## src/rtl/reg_write_arbiter_if.sv

```systemverilog
// reg_write_arbiter_if: request/data bus between clients, the arbiter and the shared register
interface reg_write_arbiter_if #(
  parameter int NUM_REQ = 4,
  parameter int WIDTH   = 8
);
  localparam int IDXW = $clog2(NUM_REQ);
  logic [NUM_REQ-1:0]       req;
  logic [NUM_REQ*WIDTH-1:0] wdata;
  logic [NUM_REQ-1:0]       ack;
  logic                     reg_load;
  logic [WIDTH-1:0]         reg_d;
  logic [WIDTH-1:0]         reg_q;
  logic                     busy;
  logic [IDXW-1:0]          owner;
  logic                     verify_err;
  modport master (
    output req, wdata, reg_q,
    input  ack, reg_load, reg_d, busy, owner, verify_err
  );
  modport slave (
    input  req, wdata, reg_q,
    output ack, reg_load, reg_d, busy, owner, verify_err
  );
endinterface

```

## src/rtl/reg_write_arbiter.sv

```systemverilog
// reg_write_arbiter: round-robin sharing of one load-enabled register, with readback verify
module reg_write_arbiter #(
  parameter int NUM_REQ = 4,
  parameter int WIDTH   = 8
) (
  input  logic              clk,
  input  logic              rst_n,
  reg_write_arbiter_if.slave bus
);
  localparam int IDXW = $clog2(NUM_REQ);
  typedef enum logic [1:0] {IDLE, LOAD, ACK} state_t;
  state_t               state_q, state_d;
  logic [IDXW-1:0]      owner_q, owner_d;
  logic [WIDTH-1:0]     data_q, data_d;
  logic                 load_q, load_d;
  logic [NUM_REQ-1:0]   ack_q, ack_d;
  logic [IDXW-1:0]      win, cand;
  // scan downward from owner+NUM_REQ to owner+1 so the nearest requester after owner wins
  always_comb begin
    win  = owner_q;
    cand = owner_q;
    for (int i = NUM_REQ; i >= 1; i--) begin
      cand = IDXW'((int'(owner_q) + i) % NUM_REQ);
      if (bus.req[cand]) win = cand;
    end
  end
  // next-state and registered-output decode for IDLE -> LOAD -> ACK
  always_comb begin
    state_d = state_q;
    owner_d = owner_q;
    data_d  = data_q;
    load_d  = 1'b0;
    ack_d   = '0;
    if (state_q == IDLE && |bus.req) begin
      state_d = LOAD;
      owner_d = win;
      data_d  = bus.wdata[int'(win)*WIDTH +: WIDTH];
      load_d  = 1'b1;
    end else if (state_q == LOAD) begin
      state_d        = ACK;
      ack_d[owner_q] = 1'b1;
    end else if (state_q == ACK) begin
      state_d = IDLE;
    end
  end
  // state and output registers; reset aborts any transaction in flight
  always_ff @(posedge clk or negedge rst_n) begin
    if (!rst_n) begin
      state_q <= IDLE;
      owner_q <= IDXW'(NUM_REQ - 1);
      data_q  <= '0;
      load_q  <= 1'b0;
      ack_q   <= '0;
    end else begin
      state_q <= state_d;
      owner_q <= owner_d;
      data_q  <= data_d;
      load_q  <= load_d;
      ack_q   <= ack_d;
    end
  end
  assign bus.reg_load   = load_q;
  assign bus.reg_d      = data_q;
  assign bus.ack        = ack_q;
  assign bus.owner      = owner_q;
  assign bus.busy       = state_q != IDLE;
  // readback is only meaningful after the LOAD edge, so compare during ACK
  assign bus.verify_err = (state_q == ACK) && (bus.reg_q != data_q);
endmodule

```

## src/flat_wrapper.sv

```systemverilog
// flat-port wrapper written by rule: the top's interface ports become plain ports
module reg_write_arbiter_flat 
#(
  parameter int NUM_REQ = 4,
  parameter int WIDTH   = 8
)
  (clk, rst_n, bus_req, bus_wdata, bus_reg_q, bus_ack, bus_reg_load, bus_reg_d, bus_busy, bus_owner, bus_verify_err);
  reg_write_arbiter_if #(.NUM_REQ(NUM_REQ), .WIDTH(WIDTH)) bus_i ();
  input  logic clk;
  input  logic rst_n;
  input wire logic [$bits(bus_i.req)-1:0] bus_req;
  input wire logic [$bits(bus_i.wdata)-1:0] bus_wdata;
  input wire logic [$bits(bus_i.reg_q)-1:0] bus_reg_q;
  output wire logic [$bits(bus_i.ack)-1:0] bus_ack;
  output wire logic [$bits(bus_i.reg_load)-1:0] bus_reg_load;
  output wire logic [$bits(bus_i.reg_d)-1:0] bus_reg_d;
  output wire logic [$bits(bus_i.busy)-1:0] bus_busy;
  output wire logic [$bits(bus_i.owner)-1:0] bus_owner;
  output wire logic [$bits(bus_i.verify_err)-1:0] bus_verify_err;
  assign bus_i.req = bus_req;
  assign bus_i.wdata = bus_wdata;
  assign bus_i.reg_q = bus_reg_q;
  assign bus_ack = bus_i.ack;
  assign bus_reg_load = bus_i.reg_load;
  assign bus_reg_d = bus_i.reg_d;
  assign bus_busy = bus_i.busy;
  assign bus_owner = bus_i.owner;
  assign bus_verify_err = bus_i.verify_err;
  reg_write_arbiter #(.NUM_REQ(NUM_REQ), .WIDTH(WIDTH)) u_core (.clk(clk), .rst_n(rst_n), .bus(bus_i));
endmodule
```

## config.mk

```make
export PLATFORM = sky130hd
export DESIGN_NAME = reg_write_arbiter_flat
export DESIGN_NICKNAME = d
export VERILOG_FILES = /design/src/rtl/reg_write_arbiter_if.sv /design/src/rtl/reg_write_arbiter.sv /design/src/flat_wrapper.sv
export SDC_FILE = /design/constraint.sdc
export NUM_CORES = 1
export LEC_CHECK = 0
export CORE_MARGIN = 4
export CORE_UTILIZATION = 42
export CTS_CLUSTER_DIAMETER = 100
export CTS_CLUSTER_SIZE = 24
export DETAILED_ROUTE_END_ITERATION = 7
export GPL_ROUTABILITY_DRIVEN = 0
export PLACE_DENSITY = 0.95
export SYNTH_ARGS = -nofsm -noshare
export SYNTH_HDL_FRONTEND = slang
export SYNTH_SLANG_ARGS = --single-unit
export TNS_END_PERCENT = 100
```

## constraint.sdc

```tcl
create_clock -name clk -period 3.5 [get_ports clk]
set_clock_uncertainty 0.1 [all_clocks]
set_input_delay 1.05 -clock clk [delete_from_list [all_inputs] [get_ports clk]]
set_output_delay 1.05 -clock clk [all_outputs]
set_load 0.02 [all_outputs]
```

==> results.md, run 1 <==
* Status: complete, no violations
* Std-Cell Rows at 18
* DR vias at roughly 1100
* Async SR Flop Fraction at 100.0%
* Synth warn at 0
* CP arrival at approximately 2.3 ns
* Placed Area at between 1500 and 2000 um2
* Synth Area per Inst at about 10 um2
* Number of CTS-inserted buffers at 3
* Syn nets at approximately 170
* Port Buf Inserts at between 60 and 70
* Worst-case clock buffer depth at 2
* Starting Density at a little under half
* Kind of critical path: input pin to output port
* Max Clock Freq at a little under 0.3 GHz
* Routed WL at between 3000 and 4000 um
* Post-DRT Antenna Nets at 0
* Cells after DPL at 201
* Crit. End Element: output port
* Rel. slew slack at approximately half
* Diode count at 0
* Total gr overflow at 0
* Vias in the first global route at between 1000 and 1500
* Cell area after layout at 1829 um2
* Yosys reg bits at 17
* Syn Inst Count at 112
* Period minus WS final at 3.427 ns
* Antenna violations before repair at 0
* Hold path start: u_core.bus.reg_d[7]
* Setup violators final at 0
* Top cells by count, synth: mux2i_1, dfrtp_1, nand2_1
* Max Cap Viol at 0
* Register area at ~430 um2
* Die Y at 60.81 um
* Worst min-delay path class: register to register
* Finished Layout Cells at about 210
* Largest cells by area after synthesis: dfrtp_1, mux2i_1, ha_1
* Die W at roughly 60 um
* Clock transition at path regs at 0.10 ns
* GRT Resource Usage Total at 20.06%
* Share of cells above drive strength 1 at about 8.0%
* Root Driver: clkbuf_4
* RSZ-0062 raised after global routing: no
* Endpoints failing hold at 0
* Pin count of the biggest net entering global routing at 18
* Footprint of the multi-input gates at slightly below 700 um2
* Post-synth EDFFs at 0
* Post-CTS setup buffers at 0
* Synth unique cells at 32
* Post-DP HPWL at 2763 um
* Number of fill cells at roughly 190
* Setup ws final at 0.07326 ns
* Later-pin clock latency in the skew report at around 0.3 ns
* First-pass GRT wire length at between 5000 and 6000 um
* # IOs at 63
* Crit Reg-Reg Startpoint: u_core.bus.owner[1]
* Startpoint Class: input pin
* DR DRC count at 0
* Starting DRT DRC Count at 17
* Final Util at a little under three quarters
* Crit Path Max Fanout at 1
* Netlist Area Pre-Place at approximately 1200 um2
* Nets at 230
* Period utilisation layout at 97.91%
* DR pass1 iterations at 4
* Pre-CTS WS at -0.3925 ns
* H-tree depth at 1
* Vias per inst at around 5.6
* Crit path required time at ~2.4 ns
* Area Growth Syn to Fin at 56.20%
* Hold Slack at between 0.4 and 0.5 ns
* Core ar. at 2567 um2
* CTS Sinks at 17
* Slew @ Worst Pin at about 0.74 ns
* Most common cell in the netlist: mux2i_1
* Crit path launch: bus_reg_q[3]
* P_leak at ~0.83 nW
* Area share of the largest cell type after synthesis at 32.05%
* Maximum vdd drop at roughly 0.00085 V
* Cell taking the most area after synthesis: dfrtp_1
* Sequential fraction of the synthesis area at between 30% and 40%
* Pwr dens at about 820 nW/um2
* Die Area at around 3700 um2
* TritonCTS clock tree: done
* Synth Flop Type: dfrtp_1
* Slew Limit Fails at 0
* Routed wire length per instance at 16.87 um
[cell type report]
cell class / instances / share of cell area [%]
Clock inverter: 1 / 0.4104
Multi-Input combinational cell: 83 / 37.00
Clock buffer: 3 / 1.231
Sequential cell: 17 / 23.39
Timing Repair Buffer: 64 / 34.47
Inverter: 7 / 1.436
Tap cell: 30 / 2.052
[path summary, 6_finish.rpt]
path                                       end  slack, ns  cells after the start
max                             bus_verify_err       0.07                      5
min                        u_core.bus.reg_d[7]       0.45                      2
max reg2reg                u_core.bus.reg_d[2]       0.99                      7
min reg2reg                u_core.bus.reg_d[7]       0.45                      2
max in group asynchronous  u_core.bus.reg_d[2]       1.75                      1
min in group asynchronous  u_core.bus.reg_load       1.08                      1
[timing repair]
action / 4_1_cts / 5_1_grt
endpoints found under the setup margin: 1 / 0
gates resized for setup: 6 / 0
hold buffers: 0 / 0
[sequential cells by signal (all words and copies together), names as in the netlist]
| register | count |
|---|---|
| u_core.bus.reg_d | 8 |
| u_core.bus.ack | 4 |
| u_core.bus.owner | 2 |
| u_core.state_q | 2 |
| u_core.bus.reg_load | 1 |
[worst max-delay path, stage by stage]
cell and delay, ns:
clkdlybuf4s50_1 0.42, xor2_1 0.16, nor4_2 0.34, a21boi_0 0.13
buf_2 0.18
[logic make-up after synthesis]
family | after synthesis | share of synthesized area [%]
mux | 18 | 15.60
buf+inv | 12 | 6.838
flops | 17 | 36.54
compound gates | 25 | 16.03
fa+ha+maj | 8 | 8.547
xor+xnor | 8 | 5.983
simple gates | 24 | 10.47
[cells in the final DEF (no fill, tap or decap), types with 2 or more instances in the layout]
master,instances
a211oi_1,2
and3_1,4
buf_4,2
clkbuf_4,3
clkdlybuf4s50_1,61
dfrtp_1,15
dfstp_2,2
ha_1,8
inv_1,7
mux2_2,2
mux2i_1,16
nand2_1,10
nor2_1,2
nor3b_1,2
o21ai_0,6
o221ai_1,8
xor2_1,8
[where the power goes]
group          internal (W)  switching, W
Combinational      0.000476      0.000529
Sequential         0.000297     0.0000930
Clock             0.0000435     0.0000684
[through the flow]
step	setup TNS (ns)	total power, W
finish	0	0.001507
global route	0	0.001619
CTS	0	0.001519
detailed placement	-0.3925	0.001401
global placement	-0.3403	0.001350
floorplan	0	0.001077
[routing by layer]
layer | global-route usage [%] | vias to the layer above | share of wire, %
li1 | - | 537 | -
met1 | 21.58 | 543 | 36
met2 | 37.56 | 55 | 53
met3 | 5.745 | 6 | 9.5
met4 | 6.192 | 0 | 1.2
met5 | 0 | - | 0
Note: power is estimated with default switching activity, not from simulation.
==> run 2: changes to the inputs <==
--- a/config.mk
+++ b/config.mk
@@ -6,12 +6,12 @@
 export NUM_CORES = 1
 export LEC_CHECK = 0
 export CORE_MARGIN = 4
-export CORE_UTILIZATION = 42
+export CORE_UTILIZATION = 39
 export CTS_CLUSTER_DIAMETER = 100
 export CTS_CLUSTER_SIZE = 24
 export DETAILED_ROUTE_END_ITERATION = 7
 export GPL_ROUTABILITY_DRIVEN = 0
-export PLACE_DENSITY = 0.95
+export PLACE_DENSITY = 0.92
 export SYNTH_ARGS = -nofsm -noshare
 export SYNTH_HDL_FRONTEND = slang
 export SYNTH_SLANG_ARGS = --single-unit
==> constraint.sdc (replaced) <==
create_clock -name clk -period 3.3 [get_ports clk]
set_clock_uncertainty 0.1 [all_clocks]
set_input_delay 0.99 -clock clk [delete_from_list [all_inputs] [get_ports clk]]
set_output_delay 0.99 -clock clk [all_outputs]
set_load 0.02 [all_outputs]
==> run 2 against run 1 <==
Against the previous run: worst hold slack better by 0.0028 ns; clock power about the same; sequential share of layout area about the same; flip-flop and latch count unchanged; wire length down 2.0%; critical endpoint unchanged; highest routed layer unchanged.
==> results.md, run 2 (synthesized netlist as in run 1, its figures left out) <==
* Status: complete, no violations (unchanged)
* Crit Reg-Reg Startpoint: u_core.bus.owner[1] (unchanged)
* Placed Area at 1812 um2 (was 1798 um2)
* DR vias at 1112 (was 1141)
* Period utilisation layout at a little over nine tenths
* Post-CTS setup buffers at 0 (unchanged)
* Number of CTS-inserted buffers at 3 (unchanged)
* Crit path required time at 2.21 ns (was 2.35 ns)
* Routed WL at 3389 um (was 3459 um)
* Later-pin clock latency in the skew report at 0.29 ns (was 0.30 ns)
* Nets at 230 (unchanged)
* Pwr dens at 880.1 nW/um2 (was 824.0 nW/um2)
* FF-to-FF End: u_core.bus.reg_d[0] (was u_core.bus.reg_d[2])
* Kind of critical path: input pin to output port (unchanged)
* Largest register FFs at 8 (unchanged)
* Startpoint Class: input pin (unchanged)
* Path depth of the worst reg2reg path at 7 (unchanged)
* Number of fill cells at 203 (was 193)
* Post-DP HPWL at 2776 um (was 2763 um)
* Worst-case clock buffer depth at 2 (unchanged)
* Cells after DPL at 202 (was 201)
* Setup violators final at 0 (unchanged)
* Core ar. at 2805 um2 (was 2567 um2)
* GRT Resource Usage Total at 17.36% (was 20.06%)
* Endpoints failing hold at 0 (unchanged)
* P_leak at 0.8379 nW (was 0.8323 nW)
* Area Growth Syn to Fin at 56.52% (was 56.20%)
* Maximum vdd drop at 0.0005356 V (was 0.0008523 V)
* Cell area after layout at 1833 um2 (was 1829 um2)
* Most frequent cells in the layout: clkdlybuf4s50_1, mux2i_1, dfrtp_1 (unchanged)
* TritonCTS clock tree: done (unchanged)
* Pin count of the biggest net entering global routing at 18 (unchanged)
* Post-DRT Antenna Nets at 0 (unchanged)
* Finished Layout Cells at 206 (was 205)
* Crit Path Max Fanout at 1 (unchanged)
* Crit. End Element: output port (unchanged)
* Worst min-delay path class: register to register (unchanged)
* Crit path launch: bus_reg_q[0] (was bus_reg_q[3])
* Starting DRT DRC Count at 50 (was 17)
* CP arrival at 2.13 ns (was 2.28 ns)
* Slew Limit Fails at 0 (unchanged)
* Hold path start: u_core.bus.reg_d[4] (was u_core.bus.reg_d[7])
* Hold endpoint: u_core.bus.reg_d[4] (was u_core.bus.reg_d[7])
* Final Util at 65.34% (was 71.25%)
* Die W at 62.80 um (was 60.81 um)
* Vias in the first global route at 1160 (was 1228)
* Std-Cell Rows at 19 (was 18)
* Starting Density at 41.75% (was 45.61%)
* Routed wire length per instance at 16.45 um (was 16.87 um)
* Share of cells above drive strength 1 at 6.857% (was 8.000%)
* Max Clock Freq at around 0.31 GHz
* Total gr overflow at 0 (unchanged)
* Tot Pwr at 0.001613 W (was 0.001507 W)
* Die Area at 3944 um2 (was 3697 um2)
* Slew @ Worst Pin at 0.7281 ns (was 0.7431 ns)
* DR DRC count at 0 (unchanged)
* Vias per inst at 5.398 (was 5.566)
* Period minus WS final at between 3 and 4 ns
* DR pass1 iterations at 4 (unchanged)
* Resize count post-CTS at 5 (was 6)
* First-pass GRT wire length at 5499 um (was 5492 um)
* Port Buf Inserts at 62 (unchanged)
* Reg-to-reg slack, setup at 0.80 ns (was 0.99 ns)
* Clock transition at path regs at 0.09 ns (was 0.10 ns)
* RSZ-0062 raised after global routing: no (unchanged)
* Root Driver: clkbuf_4 (unchanged)
* Die Y at 62.80 um (was 60.81 um)
* Most common cell after layout, fill and taps aside: clkdlybuf4s50_1 (unchanged)
* CTS Hold Bufs at 0 (unchanged)
* Max Cap Viol at 0 (unchanged)
* H-tree depth at 1 (unchanged)
* # IOs at 63 (unchanged)
* Hold Slack at 0.4532 ns (was 0.4503 ns)
* Hold path depth at 2 (unchanged)
* Diode count at 0 (unchanged)
* Antenna violations before repair at 0 (unchanged)
* CTS Sinks at 17 (unchanged)
* Rel. slew slack at 51.31% (was 50.31%)
## run 2: final cells by class
| type | instances | area [um2] | area share (%) |
|---|---|---|---|
| Tap cell | 31 | 38.79 | 2.116 |
| Timing Repair Buffer | 64 | 643.1 | 35.09 |
| Inverter | 7 | 26.28 | 1.433 |
| Multi-Input combinational cell | 83 | 670.6 | 36.59 |
| Sequential cell | 17 | 427.9 | 23.34 |
| Clock buffer | 4 | 26.28 | 1.433 |
## run 2: power by group
| part | total (W) | leakage, nW | internal (W) | switching [W] |
|---|---|---|---|---|
| logic | 0.00109 | 0.612 | 0.000530 | 0.000560 |
| clock network | 0.000110 | 0.0150 | 0.0000471 | 0.0000627 |
| registers | 0.000413 | 0.211 | 0.000315 | 0.0000981 |
## run 2: worst max-delay path by stage
stage                           endpoint  depth (start not counted)
after detailed placement  bus_verify_err                          5
after global routing      bus_verify_err                          5
after floorplan           bus_verify_err                          3
final                     bus_verify_err                          5
after global placement    bus_verify_err                          5
after CTS                 bus_verify_err                          5
## run 2: through the flow
| step | TNS (ns) | setup WS [ns] |
|---|---|---|
| floorplan | 0 | 0.5174 |
| global placement | -0.3262 | -0.3262 |
| detailed placement | -0.3141 | -0.3141 |
| CTS | 0 | 0.06895 |
| global route | 0 | 0.01822 |
| finish | 0 | 0.07711 |
## run 2: worst max-delay path, cell delays in order
cell             delay (ns)
clkdlybuf4s50_1        0.41
xor2_1                 0.15
nor4_1                 0.29
a21boi_0               0.12
buf_2                  0.17
## run 2: metal layers
metal / up-vias / wire length (um) / GRT usage, %
li1: 537 / - / -
met1: 518 / 1442 / 20.42
met2: 53 / 1679 / 30.36
met3: 4 / 200 / 3.597
met4: 0 / 66 / 7.438
met5: - / 0 / 0
